==> src/rtl/mem_arbiter.sv <==
// Two-port memory arbiter: shares one fixed-latency memory between instruction fetch and data.
// Ties alternate via a last-grant bit; each transfer runs IDLE -> BUSY (LAT cycles) -> RESP.
module mem_arbiter #(
  parameter int unsigned LAT = 2
) (
  input  logic        clk,
  input  logic        rst,
  input  logic        if_req,
  input  logic [31:0] if_addr,
  output logic        if_ack,
  output logic [31:0] if_rdata,
  input  logic        d_req,
  input  logic        d_we,
  input  logic [31:0] d_addr,
  input  logic [31:0] d_wdata,
  output logic        d_ack,
  output logic [31:0] d_rdata,
  output logic        mem_en,
  output logic        mem_we,
  output logic [31:0] mem_addr,
  output logic [31:0] mem_wdata,
  input  logic [31:0] mem_rdata
);

  typedef enum logic [1:0] {StIdle, StBusy, StResp} state_e;

  localparam logic [3:0] CntInit = 4'(LAT - 1);

  state_e     state;
  logic [3:0] cnt;
  logic       owner;       // 0 = fetch, 1 = data
  logic       last_grant;  // 0 = fetch, 1 = data
  logic       grant_data;

  // Data wins when it is alone, or on a tie when fetch was granted last.
  assign grant_data = d_req & ~(if_req & last_grant);

  always_ff @(posedge clk or negedge rst) begin
    if (!rst) begin
      state      <= StIdle;
      cnt        <= 4'd0;
      owner      <= 1'b0;
      last_grant <= 1'b1;
      if_ack     <= 1'b0;
      d_ack      <= 1'b0;
      if_rdata   <= 32'd0;
      d_rdata    <= 32'd0;
      mem_en     <= 1'b0;
      mem_we     <= 1'b0;
      mem_addr   <= 32'd0;
      mem_wdata  <= 32'd0;
    end else begin
      unique case (state)
        StIdle: begin
          if (if_req || d_req) begin
            state      <= StBusy;
            cnt        <= CntInit;
            owner      <= grant_data;
            last_grant <= grant_data;
            mem_en     <= 1'b1;
            mem_we     <= grant_data & d_we;
            mem_addr   <= grant_data ? d_addr : if_addr;
            mem_wdata  <= grant_data ? d_wdata : 32'd0;
          end
        end
        StBusy: begin
          if (cnt == 4'd0) begin
            state  <= StResp;
            mem_en <= 1'b0;
            mem_we <= 1'b0;
            // mem_we still holds the latched direction of this transfer.
            if (!mem_we) begin
              if (owner) d_rdata <= mem_rdata;
              else       if_rdata <= mem_rdata;
            end
            if (owner) d_ack <= 1'b1;
            else       if_ack <= 1'b1;
          end else begin
            cnt <= cnt - 4'd1;
          end
        end
        StResp: begin
          state  <= StIdle;
          if_ack <= 1'b0;
          d_ack  <= 1'b0;
        end
        default: state <= StIdle;
      endcase
    end
  end

endmodule

==> config.mk <==
export PLATFORM = sky130hd
export DESIGN_NAME = mem_arbiter
export DESIGN_NICKNAME = d
export VERILOG_FILES = /design/src/rtl/mem_arbiter.sv
export SDC_FILE = /design/constraint.sdc
export NUM_CORES = 1
export LEC_CHECK = 0
export BUFFER_PORTS_ARGS = -buffer_cell sky130_fd_sc_hd__buf_2
export CORE_ASPECT_RATIO = 1.4
export CORE_MARGIN = 8
export CORE_UTILIZATION = 42
export CTS_CLUSTER_DIAMETER = 150
export CTS_CLUSTER_SIZE = 12
export DETAILED_ROUTE_END_ITERATION = 6
export GPL_TIMING_DRIVEN = 0
export PLACE_DENSITY = 0.75
export SLEW_MARGIN = 25
export SYNTH_ARGS = -nofsm -noshare
export SYNTH_HDL_FRONTEND = slang
export SYNTH_SLANG_ARGS = --single-unit
==> constraint.sdc <==
create_clock -name clk -period 1.8 [get_ports clk]
set_input_delay 0.18 -clock clk [delete_from_list [all_inputs] [get_ports clk]]
set_output_delay 0.18 -clock clk [all_outputs]
set_load 0.01 [all_outputs]
==> results of run 1 <==
-- power by group through the flow --
| stage | Combinational, W | Clock [W] | Sequential (W) |
|---|---|---|---|
| final | 0.00657 | 0.00355 | 0.00569 |
| after detailed placement | 0.00634 | 0 | 0.00567 |
| after CTS | 0.00664 | 0.00362 | 0.00565 |
| after global placement | 0.00610 | 0 | 0.00559 |
| after global routing | 0.00711 | 0.00377 | 0.00585 |
| after floorplan | 0.00298 | 0 | 0.00632 |
-- worst paths after layout --
path	to	depth (start not counted)	slack, ns	from
max in group asynchronous	last_grant$_DFFE_PN1P_	3	0.77	rst
min reg2reg	mem_en$_DFFE_PN0P_	1	0.49	mem_en$_DFFE_PN0P_
min in group asynchronous	d_rdata[10]$_DFFE_PN0P_	2	0.28	rst
max	d_rdata[31]$_DFFE_PN0P_	5	-0.01	state[1]$_DFFE_PN0P_
min	mem_wdata[20]$_DFFE_PN0P_	2	0.007	d_wdata[20]
max reg2reg	d_rdata[31]$_DFFE_PN0P_	5	-0.01	state[1]$_DFFE_PN0P_
-- cells in the mapped netlist (2+ instances only) --
library cell	n	area share, %
nand2b_1	2	0.22
clkbuf_1	14	0.92
a21oi_1	34	3.0
inv_1	4	0.26
mux2_4	30	7.9
nand2_1	67	4.4
mux2_2	32	6.3
dfrtp_1	139	61
a22o_1	33	5.0
mux2_1	2	0.39
buf_2	11	0.96
ha_1	2	0.44
nor2_1	2	0.13
buf_6	6	1.2
a31oi_1	32	3.5
o21ai_0	4	0.35
a21o_1	3	0.39
-- area by class of cell --
cell class              instances  area share, %
clock buffers                  19           5.13
diodes                          3         0.0890
multi-input cells             264           24.3
well taps                     182           2.70
plain buffers                  30           2.27
clock inverters                13           1.99
inverters                       4          0.178
repair buffers                312           21.8
flip-flops and latches        140           41.6
-- cell families (layout without fill, tap and decap cells) --
group                    after synthesis  after routing  share of synthesized area [%]
flip-flops                           140            140                           61.2
AO/OA/AOI/OAI                        112            112                           13.2
AND/OR/NAND/NOR                       85             85                           7.16
multiplexers                          65             65                           14.7
buffers and inverters                 35            378                           3.32
adder cells (fa/ha/maj)                2              2                          0.437
other                                  0              3                              0
-- layer usage --
layer | wire length [µm] | up-vias | global-route usage, %
li1 | - | 2234 | -
met1 | 6360 | 2366 | 20.9
met2 | 9440 | 203 | 35.3
met3 | 1240 | 37 | 5.46
met4 | 530 | 0 | 10.3
met5 | 0 | - | 0
-- flip-flops by register name, indices dropped and copies added, names as in the netlist --
register,count
d_rdata,32
d_ack,1
state,2
last_grant,1
if_rdata,32
mem_en,1
cnt,4
mem_we,1
mem_wdata,32
owner,1
if_ack,1
mem_addr,32
-- per-stage QoR --
stage	hold slack, ns	utilization (%)	TNS (ns)	setup slack, ns	total power, W
6_report	0.00711	63.3	-0.0536	-0.0134	0.0158
5_1_grt	-0.000226	63.3	-2.13	-0.0769	0.0167
4_1_cts	0.00000761	63.2	-0.220	-0.0239	0.0159
3_5_place_dp	0.157	54.9	-8.14	-0.198	0.0120
3_3_place_gp	0.398	54.6	-172.41	-1.21	0.0117
2_1_floorplan	-0.116	-	0	0.0363	0.00930
-- what timing repair did --
item | CTS | global route
gates resized for setup | 13 | 1
hold endpoints to repair | 99 | 1
setup buffers | 9 | 2
setup endpoints to repair | 79 | 49
gates cloned | 2 | 0
hold buffers | 34 | 1
pin swaps | 2 | 2
==> flow_metrics.tcl, run 1 <==
set metrics [dict create \
    worstPathRequired_ns 2.08 \
    switchingPower_w 0.00562 \
    grtUsageTotal_pct 19.9 \
    grt_antenna_before_repair 3 \
    layout-drive-gt1-share_pct 50.9 \
    rsz0062_at_grt "true" \
    max_stage_delay_ns 0.48 \
    fin_crit_ns 1.81 \
    postSynthCellCount 439 \
    p_comb_share_pct 41.6 \
    clk_latency_ns 0.41 \
    p_sw_share_pct 35.5 \
    critical_path.top_delay_family "simple AND/OR/NAND/NOR gates" \
    cts.clk_slew.worst_paths_ns 0.06 \
    hold_class "in -> reg" \
    initial_core_util_pct 43.0 \
    ctsHtreeMaxLevel 4 \
    end_kind "register" \
    grt-ovfl-total 0 \
    synth_enable_flop_cells 0 \
    dr.pass1.iters 4 \
    die_w_um 115 \
    ys_ff_latch 140 \
    synthFlopType "dfrtp_1" \
    max-cap-violations 0 \
    cts.path.max_buffers 2 \
    layout_commonest_cell "buf_2" \
    power.density_mw_per_mm2 1880 \
    synth-seq-area-share_pct 61.2 \
    n_fill_cell 1048 \
    antenna_left 0 \
    cts_buffers 17 \
    finalSetupViolations 10 \
    crit_buf_inv 2 \
    path_class "reg -> reg" \
    synth_cell_types 39 \
    fmax_mhz 551 \
    async_reset_ff_share_pct 100 \
    cts_sinks 140 \
    multi_input_area_mm2 0.00205 \
    path_max_fanout 7 \
    final_area_mm2 0.00843 \
    layout.cells.non_filler 967 \
    pwr-share-clk_pct 22.5 \
    core_mm2 0.0133 \
    io_pins 265 \
    nets 904 \
    fin_crit_sh_pct 101 \
    grt_pass1_vias 5424 \
    fp.dieH_um 154 \
    wl_um 17600 \
    violations "negative setup slack" \
    worst_slack_ns -0.0134 \
    first_iter_violations 224 \
    wl_per_cell_um 18.2 \
    vias 4840 \
    power.leakage_nw 4.30 \
    hold_viol 0 \
    pwr-share-seq_pct 36.0 \
    crit_chain "and2b_1 > nand4b_4 > buf_6 > buf_12 > mux2_4" \
    cts_tree "yes" \
    row_count 50 \
    vias_per_cell 5.01 \
    critPathLaunchType "register" \
    dp.cells 886 \
    cp_slowest_cell "dfrtp_1" \
    drcViolationCount 0 \
    final_cell_mix "buf_2, dfrtp_1, nand2_1" \
    slew_headroom_pct 65.6 \
    internal-power_w 0.0102 \
    dpl.hpwl_um 12800 \
    portBuffers 264 \
    syn-num-nets 574 \
    cts-root-buf "clkbuf_16" \
    ir_worst_vdd_v 0.000776 \
    die-area_mm2 0.0177 \
    outcome "finished, violations left" \
    synth_area_mm2 0.00573 \
    gp_congestion 0.813 \
    cp.arrival_ns 2.10 \
    seqCellArea_mm2 0.00350 \
    synth.yosys.warnings 0 \
    grt_max_degree 75 \
    worst_slew_pin_slew_ns 0.516 \
    drv_slew 0 \
    syn_area_per_cell_um2 13.1 \
    finClkSkew_ns 0.00949 \
    placed_area_mm2 0.00732 \
    grt_first_pass_wirelength_um 27900 \
    area_growth_pct 47.2 \
]
Power figures use the tool's default switching activity.
==> run 2, diff against run 1 <==
--- a/config.mk
+++ b/config.mk
@@ -6,7 +6,7 @@
 export NUM_CORES = 1
 export LEC_CHECK = 0
 export BUFFER_PORTS_ARGS = -buffer_cell sky130_fd_sc_hd__buf_2
-export CORE_ASPECT_RATIO = 1.4
+export CORE_ASPECT_RATIO = 0.6
 export CORE_MARGIN = 8
 export CORE_UTILIZATION = 42
 export CTS_CLUSTER_DIAMETER = 150
==> flow_metrics.tcl, run 2 (synthesized netlist as in run 1, its figures left out) <==
set metrics [dict create \
    layout-drive-gt1-share_pct 52.5 \
    layout_commonest_cell "buf_2" \
    wl_per_cell_um 18.4 \
    ctsHtreeMaxLevel 4 \
    n_fill_cell 1059 \
    first_iter_violations 338 \
    max-cap-violations 0 \
    final_area_mm2 0.00844 \
    critPathLaunchType "register" \
    violations "negative setup slack" \
    outcome "finished, violations left" \
    worst_slack_ns -0.0587 \
    hold_class "in -> reg" \
    grt_first_pass_wirelength_um 28000 \
    ir_worst_vdd_v 0.000855 \
    hold_viol 0 \
    vias 4882 \
    io_pins 265 \
    dr.pass1.iters 4 \
    cts_tree "yes" \
    grt_antenna_before_repair 0 \
    cts.path.max_buffers 2 \
    dpl.hpwl_um 13100 \
    grt_max_degree 83 \
    end_kind "register" \
    hold_ws_ns 0.0160 \
    placed_area_mm2 0.00731 \
    gp_congestion 0.863 \
    wl_um 17700 \
    drcViolationCount 0 \
    slew_headroom_pct 67.0 \
    power.density_mw_per_mm2 1870 \
    die_w_um 167 \
    die-area_mm2 0.0178 \
    grt-ovfl-total 0 \
    antenna_left 0 \
    core_mm2 0.0135 \
    portBuffers 264 \
    drv_slew 0 \
    cts_buffers 17 \
    grt_pass1_vias 5196 \
    clk_latency_ns 0.40 \
    initial_core_util_pct 42.4 \
    path_class "reg -> reg" \
    path_max_fanout 10 \
    finalSetupViolations 32 \
    fp.dieH_um 106 \
    rsz0062_at_grt "true" \
    power.leakage_nw 4.33 \
    cp.arrival_ns 2.14 \
    area_growth_pct 47.3 \
    worstPathRequired_ns 2.08 \
    cts_sinks 140 \
    nets 907 \
    fin_crit_ns 1.86 \
    cts-root-buf "clkbuf_16" \
    fmax_mhz 538 \
    grtUsageTotal_pct 19.5 \
    cts.clk_slew.worst_paths_ns 0.06 \
    final_cell_mix "buf_2, dfrtp_1, nand2_1" \
    row_count 33 \
    antenna_cells 0 \
    vias_per_cell 5.09 \
    worst_slew_pin_slew_ns 0.495 \
    fin_crit_sh_pct 103 \
    finClkSkew_ns 0.00828 \
]
run 2: cell count changes in the layout (fill, tap and decap cells not counted), sizes merged:
cell / change
diode: -3
bufbuf: +1
inv: +7
buf: +7
clkinv: -4
clkinvlp: +2
dlygate4sd3: -7
bufinv: -3
run 2: final timing paths:
| check | from | to | slack (ns) | cells after the start |
|---|---|---|---|---|
| max | cnt[1]$_DFFE_PN0P_ | d_rdata[11]$_DFFE_PN0P_ | -0.06 | 8 |
| min | d_wdata[1] | mem_wdata[1]$_DFFE_PN0P_ | 0.02 | 2 |
| max reg2reg | cnt[1]$_DFFE_PN0P_ | d_rdata[11]$_DFFE_PN0P_ | -0.06 | 8 |
| min reg2reg | mem_en$_DFFE_PN0P_ | mem_en$_DFFE_PN0P_ | 0.49 | 1 |
| max in group asynchronous | rst | cnt[1]$_DFFE_PN0P_ | 0.74 | 3 |
| min in group asynchronous | rst | if_rdata[19]$_DFFE_PN0P_ | 0.29 | 2 |
run 2: power by group:
part	internal [W]	switching, W
logic	0.00342	0.00340
clock network	0.00182	0.00147
registers	0.00475	0.000921
total	0.0100	0.00579
run 2: final cells by class:
| cell class | instances | area [µm²] | share of cell area, % |
|---|---|---|---|
| Timing Repair Buffer | 314 | 1880 | 22.2 |
| Tap cell | 175 | 219 | 2.59 |
| Sequential cell | 140 | 3500 | 41.5 |
| Inverter | 4 | 15.0 | 0.178 |
| Clock buffer | 17 | 425 | 5.04 |
| Clock inverter | 15 | 130 | 1.54 |
| Multi-Input combinational cell | 264 | 2060 | 24.4 |
| Buffer | 31 | 211 | 2.50 |
run 2: critical path, stage by stage, from the launching register on:
cell and delay (ns):
dfrtp_1 0.40, inv_2 0.09, ha_4 0.13, nor3b_4 0.20, buf_6 0.13, nand4b_4 0.16, buf_12 0.19, buf_12 0.14
mux2_4 0.30
run 2: metrics by stage:
step,TNS (ns),utilization (%),power [W],setup slack [ns],std cells
after floorplan,0,-,0.00930,0.0363,439
after global placement,-178.84,53.8,0.0117,-1.25,878
after detailed placement,-8.66,54.1,0.0120,-0.225,879
after CTS,-1.18,62.0,0.0158,-0.0609,953
after global routing,-3.44,62.5,0.0168,-0.124,960
final,-1.38,62.5,0.0158,-0.0587,960
run 2: metal layers:
metal	global-route usage, %	share of wire [%]	vias up
met5	0	0	-
met4	3.90	0.60	0
met3	8.21	9.6	9
met2	30.9	46	233
met1	24.8	43	2400
li1	-	-	2240
run 2: repair_timing:
item / CTS / global route
resized for setup: 16 / 7
pin swaps: 0 / 1
endpoints found under the hold margin: 80 / 4
setup buffers: 15 / 4
cloned: 3 / 0
endpoints found under the setup margin: 65 / 100
hold buffers: 24 / 4
